**src/rtl/tow_pkg.sv**
```systemverilog
// Shared types and constants for the tug-of-war round/match controller.
package tow_pkg;

   typedef enum logic [1:0] {PLAY, POINT, MATCH_END} tow_state_e;

   localparam logic [9:0] LFSR_SEED = 10'h001;
   // Fibonacci taps for x^10 + x^7 + 1 (register bits 9 and 6)
   localparam logic [9:0] LFSR_TAPS = 10'h240;

endpackage

```
**src/rtl/tow_lfsr10.sv**
```systemverilog
// 10-bit Fibonacci LFSR, steps every cycle, reloads the seed on reset.
module tow_lfsr10
   import tow_pkg::*;
(
   input  logic       clk,
   input  logic       reset,
   output logic [9:0] lfsr_o
);

   logic [9:0] lfsr_q;

   always_ff @(posedge clk) begin
      if (reset) lfsr_q <= LFSR_SEED;
      else       lfsr_q <= {lfsr_q[8:0], ^(lfsr_q & LFSR_TAPS)};
   end

   assign lfsr_o = lfsr_q;

endmodule

```
**src/rtl/tug_of_war_ctrl.sv**
```systemverilog
// Tug-of-war round/match controller: light position, point hold, scores, match end.
// Optional CPU right-hand opponent is enabled with `define CPU_OPPONENT_EN.
module tug_of_war_ctrl
   import tow_pkg::*;
#(
   parameter int N_LIGHTS    = 9,
   parameter int SCORE_W     = 3,
   parameter int HOLD_CYCLES = 16
) (
   input  logic                clk,
   input  logic                reset,
   input  logic                L,
   input  logic                R,
`ifdef CPU_OPPONENT_EN
   input  logic                cpu_mode,
`endif
   output logic [N_LIGHTS-1:0] lights,
   output logic                game_over,
   output logic                winner_l,
   output logic                winner_r,
   output logic [SCORE_W-1:0]  score_l,
   output logic [SCORE_W-1:0]  score_r,
   output logic                match_over
);

   localparam int PW = $clog2(N_LIGHTS);
   localparam int HW = $clog2(HOLD_CYCLES + 1);
   localparam logic [PW-1:0]      CENTER_POS = PW'(N_LIGHTS / 2);
   localparam logic [PW-1:0]      LEFT_POS   = PW'(N_LIGHTS - 1);
   localparam logic [HW-1:0]      HOLD_LAST  = HW'(HOLD_CYCLES - 1);
   // a winning point taken from this score saturates the counter and ends the match
   localparam logic [SCORE_W-1:0] SCORE_PRE  = SCORE_W'((1 << SCORE_W) - 2);

   tow_state_e         state_q;
   logic [PW-1:0]      pos_q;
   logic [HW-1:0]      hold_q;
   logic [SCORE_W-1:0] score_l_q, score_r_q;
   logic               win_l_q, win_r_q;
   logic               r_press;

`ifdef CPU_OPPONENT_EN
   logic [9:0] lfsr;

   tow_lfsr10 u_lfsr (
      .clk    (clk),
      .reset  (reset),
      .lfsr_o (lfsr)
   );

   assign r_press = cpu_mode ? ((lfsr & 10'h00F) == 10'h000) : R;
`else
   assign r_press = R;
`endif

   always_ff @(posedge clk) begin
      if (reset) begin
         state_q   <= PLAY;
         pos_q     <= CENTER_POS;
         hold_q    <= '0;
         score_l_q <= '0;
         score_r_q <= '0;
         win_l_q   <= 1'b0;
         win_r_q   <= 1'b0;
      end else begin
         case (state_q)
            PLAY: begin
               if (L && !r_press) begin
                  if (pos_q == LEFT_POS) begin
                     score_l_q <= score_l_q + 1'b1;
                     win_l_q   <= 1'b1;
                     win_r_q   <= 1'b0;
                     hold_q    <= '0;
                     state_q   <= (score_l_q == SCORE_PRE) ? MATCH_END : POINT;
                  end else begin
                     pos_q <= pos_q + 1'b1;
                  end
               end else if (r_press && !L) begin
                  if (pos_q == '0) begin
                     score_r_q <= score_r_q + 1'b1;
                     win_l_q   <= 1'b0;
                     win_r_q   <= 1'b1;
                     hold_q    <= '0;
                     state_q   <= (score_r_q == SCORE_PRE) ? MATCH_END : POINT;
                  end else begin
                     pos_q <= pos_q - 1'b1;
                  end
               end
            end
            POINT: begin
               if (hold_q == HOLD_LAST) begin
                  state_q <= PLAY;
                  pos_q   <= CENTER_POS;
               end else begin
                  hold_q <= hold_q + 1'b1;
               end
            end
            MATCH_END: ;
            default: state_q <= PLAY;
         endcase
      end
   end

   logic [N_LIGHTS-1:0] onehot;
   assign onehot = {{(N_LIGHTS-1){1'b0}}, 1'b1} << pos_q;

   assign lights     = (state_q == PLAY) ? onehot : '1;
   assign game_over  = (state_q != PLAY);
   assign match_over = (state_q == MATCH_END);
   assign winner_l   = win_l_q;
   assign winner_r   = win_r_q;
   assign score_l    = score_l_q;
   assign score_r    = score_r_q;

endmodule
```
**config.mk**
```make
export PLATFORM = sky130hd
export DESIGN_NAME = tug_of_war_ctrl
export DESIGN_NICKNAME = d
export VERILOG_FILES = /design/src/rtl/tow_pkg.sv /design/src/rtl/tow_lfsr10.sv /design/src/rtl/tug_of_war_ctrl.sv
export SDC_FILE = /design/constraint.sdc
export NUM_CORES = 1
export LEC_CHECK = 0
export ABC_CLOCK_PERIOD_IN_PS = 4100
export CAP_MARGIN = 20
export CORE_ASPECT_RATIO = 1.4
export CORE_UTILIZATION = 56
export CTS_CLUSTER_SIZE = 12
export DETAILED_ROUTE_END_ITERATION = 10
export PLACE_DENSITY_LB_ADDON = 0.2
export SLEW_MARGIN = 0
export SYNTH_ARGS = -nofsm -noshare
export SYNTH_HDL_FRONTEND = slang
export SYNTH_SLANG_ARGS = --single-unit
```
**constraint.sdc**
```tcl
create_clock -name clk -period 4.1 [get_ports clk]
set_input_delay 0.82 -clock clk [delete_from_list [all_inputs] [get_ports clk]]
set_output_delay 0.82 -clock clk [all_outputs]
set_load 0.05 [all_outputs]
```
==> results.txt <==
The flow ran to the end, but the final reports show violations. The checks that failed: DRC. The finished cells cover 0.00157 mm^2. The async set or reset register ratio after synthesis came out at 0. The tools report the sink of the worst hold path as hold_q[3]. By startpoint and endpoint, the worst setup path is classified as reg2out. On the final layout, the worst clock skew is 0.00500 ns.

Category of the worst setup path launch point: a flop. STA puts the critical path data arrival time at 2.29 ns. The count of placed standard cells in the final layout, fillers left out is 199. The synthesized netlist cell count came out at 159. The floorplan step defined a die boundary enclosing 0.00260 mm^2.

The start point of the worst min-delay path is hold_q[3]. Setup repair after global routing left no endpoint under its margin. For the distinct cell type count of the synthesized netlist, the log shows 46.

In this run the cell area of the synthesized design comes to 0.00135 mm^2. For this run, the leading register cell type out of synthesis is dfxtp_1. Library cell used as clock root buffer: clkbuf_4. For the sequential-to-total area share from yosys stat, the log shows 0.283. The overall routing resource usage is 0.249.

Count of synthesis-stage warnings from yosys: 0. The final HPWL from detailed placement came out at 2.11 mm. 23 I/O pins were placed.

Endpoint of the most critical register-to-register path: pos_q[3]. The post-detailed-route via-to-cell ratio came out at 6.07. The logs give 0.604 for the starting density of the core and 4.93 mm for the wire length of the first global-routing pass. Setup violations remaining at the end of the flow were counted as 0. The number of nets handed over by synthesis was 174. The worst-case IR drop observed on VDD is 0.311 mV. The startpoint identified for the worst register-to-register timing path is pos_q[2]. After floorplanning, the core was sized to cover 0.00223 mm^2. Before CTS, the worst setup slack after placement is 0.846 ns. In this run the static leakage power is 0.000623 uW.

The maximum achievable frequency is 322 MHz, and the number of clock buffers inserted by TritonCTS is 3. The number of antenna diodes in the final layout is 0. The min-delay analysis places its worst path in the category reg2reg. In this run, synthesis inferred 0 flip-flops with an integrated enable. Summed over all instances, the cell type with the most area after synthesis is dfxtp_1.

The tree built by TritonCTS fans out to 19 sinks. The H-tree depth is 1, and the critical path required time is 3.28 ns. Setup total negative slack on the finished layout was measured at 0 ns. The run gives 0 as the initial antenna violation count. The endpoint kind of the worst setup timing path is an output port. After the last flow step, the layout net total stands at 193. The final number of max-transition violations came out at 0. The instance area after placement was 0.00154 mm^2; the residual overflow from global routing was 0. The register-to-register setup slack is 2.23 ns. For the pin count of the biggest net entering global routing, the log shows 25. The fraction of layout instances using a drive strength above 1 is 0.0678, and the average instance area after synthesis is 8.46 um^2. For the instance count after placement with tap cells included, the log shows 195. The number of buffer cells added on primary ports is 22, and the post-cts resize count is 0. The worst path meets setup with 0.991 ns of slack. Post-CTS timing repair inserted 0 buffers for setup. The smallest clock period supported by the final layout is computed as 3.11 ns. In this run, synthesis produced a sequential element count of 19.

The signed area change from the synthesized netlist to the final layout works out to 16.4%. The run gives 0.32 ns as the later-pin clock latency in the skew report. The leading cell type in the layout, fill and taps excluded is clkdlybuf4s50_1. Power spread over the standard cell area amounts to 449 mW/mm^2.

After clock tree synthesis, the flow added hold-fix buffers numbering 0. The height of the die works out to 60.0 um. Before antenna repair, the detailed router went through 9 iterations. The number of global-route vias before repair is 1,130. The run gives 0 as the max-capacitance violation count.

The length in cells of the worst reg-to-reg path came out at 5. Yosys attributes the largest share of cell area to dfxtp_1 28%, ha_1 10%, o21ai_0 4.5%, nor2_1 4.5%, nand2b_1 4.2%. Dividing the detail-routed wire length by the instance count gives 14.2 um.

The number of endpoints with negative hold slack in the final report is 0. From left edge to right edge, the die measures 43.4 um. The via total after detailed routing is 1,207, and the row count is 20. The share of the cycle needed by the critical path after routing is 0.758. For the pin with the worst max-slew slack, the measured transition is 0.642 ns.

Total DRC errors in the routed layout: 6. For this block, the routed nets add up to 2.83 mm of wire. The clock-pin transition on the worst setup and hold timing paths was 0.11 ns; the number of routed nets with antenna violations was 0. The worst relative slew slack was 0.571; the fraction of synthesized cell area taken by the top area cell type was 0.283. Counting along the longest clock path gives a buffer depth of 2. TritonCTS built the clock tree. The final weighted congestion in routability-driven placement is 0.871, and the largest fanout on the critical path is 14. In the layout the commonest cells are 22 x clkdlybuf4s50_1, 19 x dfxtp_1, 16 x nor2_1.

The violation count after the first detailed-route iteration is 35. The instance count along the most critical hold path came out at 2.
==> power by group <==
| group | total (uW) | switching (uW) | internal (uW) |
|---|---|---|---|
| sequential | 250 | 47.9 | 202 |
| clock | 100 | 62.0 | 38.2 |
| combinational | 352 | 217 | 135 |
| total | 702 | 327 | 375 |
==> cell type report <==
cell class	count	area, um^2
clock buffers	4	26.3
fillers	181	662
inverters	10	37.5
multi-input cells	121	866
flip-flops and latches	19	380
well taps	22	27.5
repair buffers	23	228
==> cell usage after synthesis, types with 2 or more instances <==
master and n:
nand3_1 4, inv_1 10, or2b_1 2, o21ai_0 12
dfxtp_1 19, o21ai_1 2, nor3_1 2, nand2_1 9
clkbuf_1 3, a21oi_1 4, xnor2_1 4, buf_4 3
or3_1 2, nor2_1 16, nand2b_1 9, buf_6 2
a211oi_1 3, mux2i_1 4, xor2_1 2, and3_1 3
ha_1 11, nor4_4 2, nand4_1 2, a22o_1 2
nor2b_1 4, nand3b_1 3
==> per-stage QoR <==
stage	hold WS, ns	util	total power (uW)
finish	0.487	0.703	702
global route	0.527	0.703	744
CTS	0.489	0.703	702
detailed placement	0.474	0.691	605
global placement	0.467	0.691	597
floorplan	0.452	-	521
==> metal layers <==
layer / vias to the layer above / GRT usage / routed length, um
met5: - / 0 / 0
met4: 0 / 0.121 / 31
met3: 3 / 0.0272 / 75
met2: 27 / 0.457 / 1500
met1: 580 / 0.283 / 1220
li1: 597 / - / -
==> state kept, by name (all words and copies together) (netlist names) <==
signal,cells
winner_r,1
winner_l,1
score_r,3
state_q,2
score_l,3
pos_q,4
hold_q,5
==> cells by family (layout without fill, tap and decap cells) <==
| group | after synthesis | after routing | synth area share |
|---|---|---|---|
| buf+inv | 19 | 37 | 0.0735 |
| compound gates | 36 | 36 | 0.185 |
| xor+xnor | 6 | 6 | 0.0391 |
| flops | 19 | 19 | 0.283 |
| simple gates | 64 | 64 | 0.287 |
| fa+ha+maj | 11 | 11 | 0.102 |
| mux | 4 | 4 | 0.0298 |
==> worst max-delay path: stages, from the launching register on <==
cell and delay (ns):
dfxtp_1 0.46, nor2_1 0.57, o21ai_0 0.20, clkdlybuf4s50_1 0.74
==> worst max path at each step <==
stage | startpoint | end | slack (ns) | cells past startpoint
after detailed placement | L | pos_q[3] | 0.85 | 8
after global routing | state_q[0] | lights[0] | 0.81 | 3
after global placement | L | pos_q[3] | 0.97 | 8
final | state_q[0] | lights[3] | 0.99 | 3
after CTS | pos_q[0] | lights[8] | 0.99 | 4
after floorplan | pos_q[0] | lights[0] | 1.33 | 3
Power figures use the tool's default switching activity.
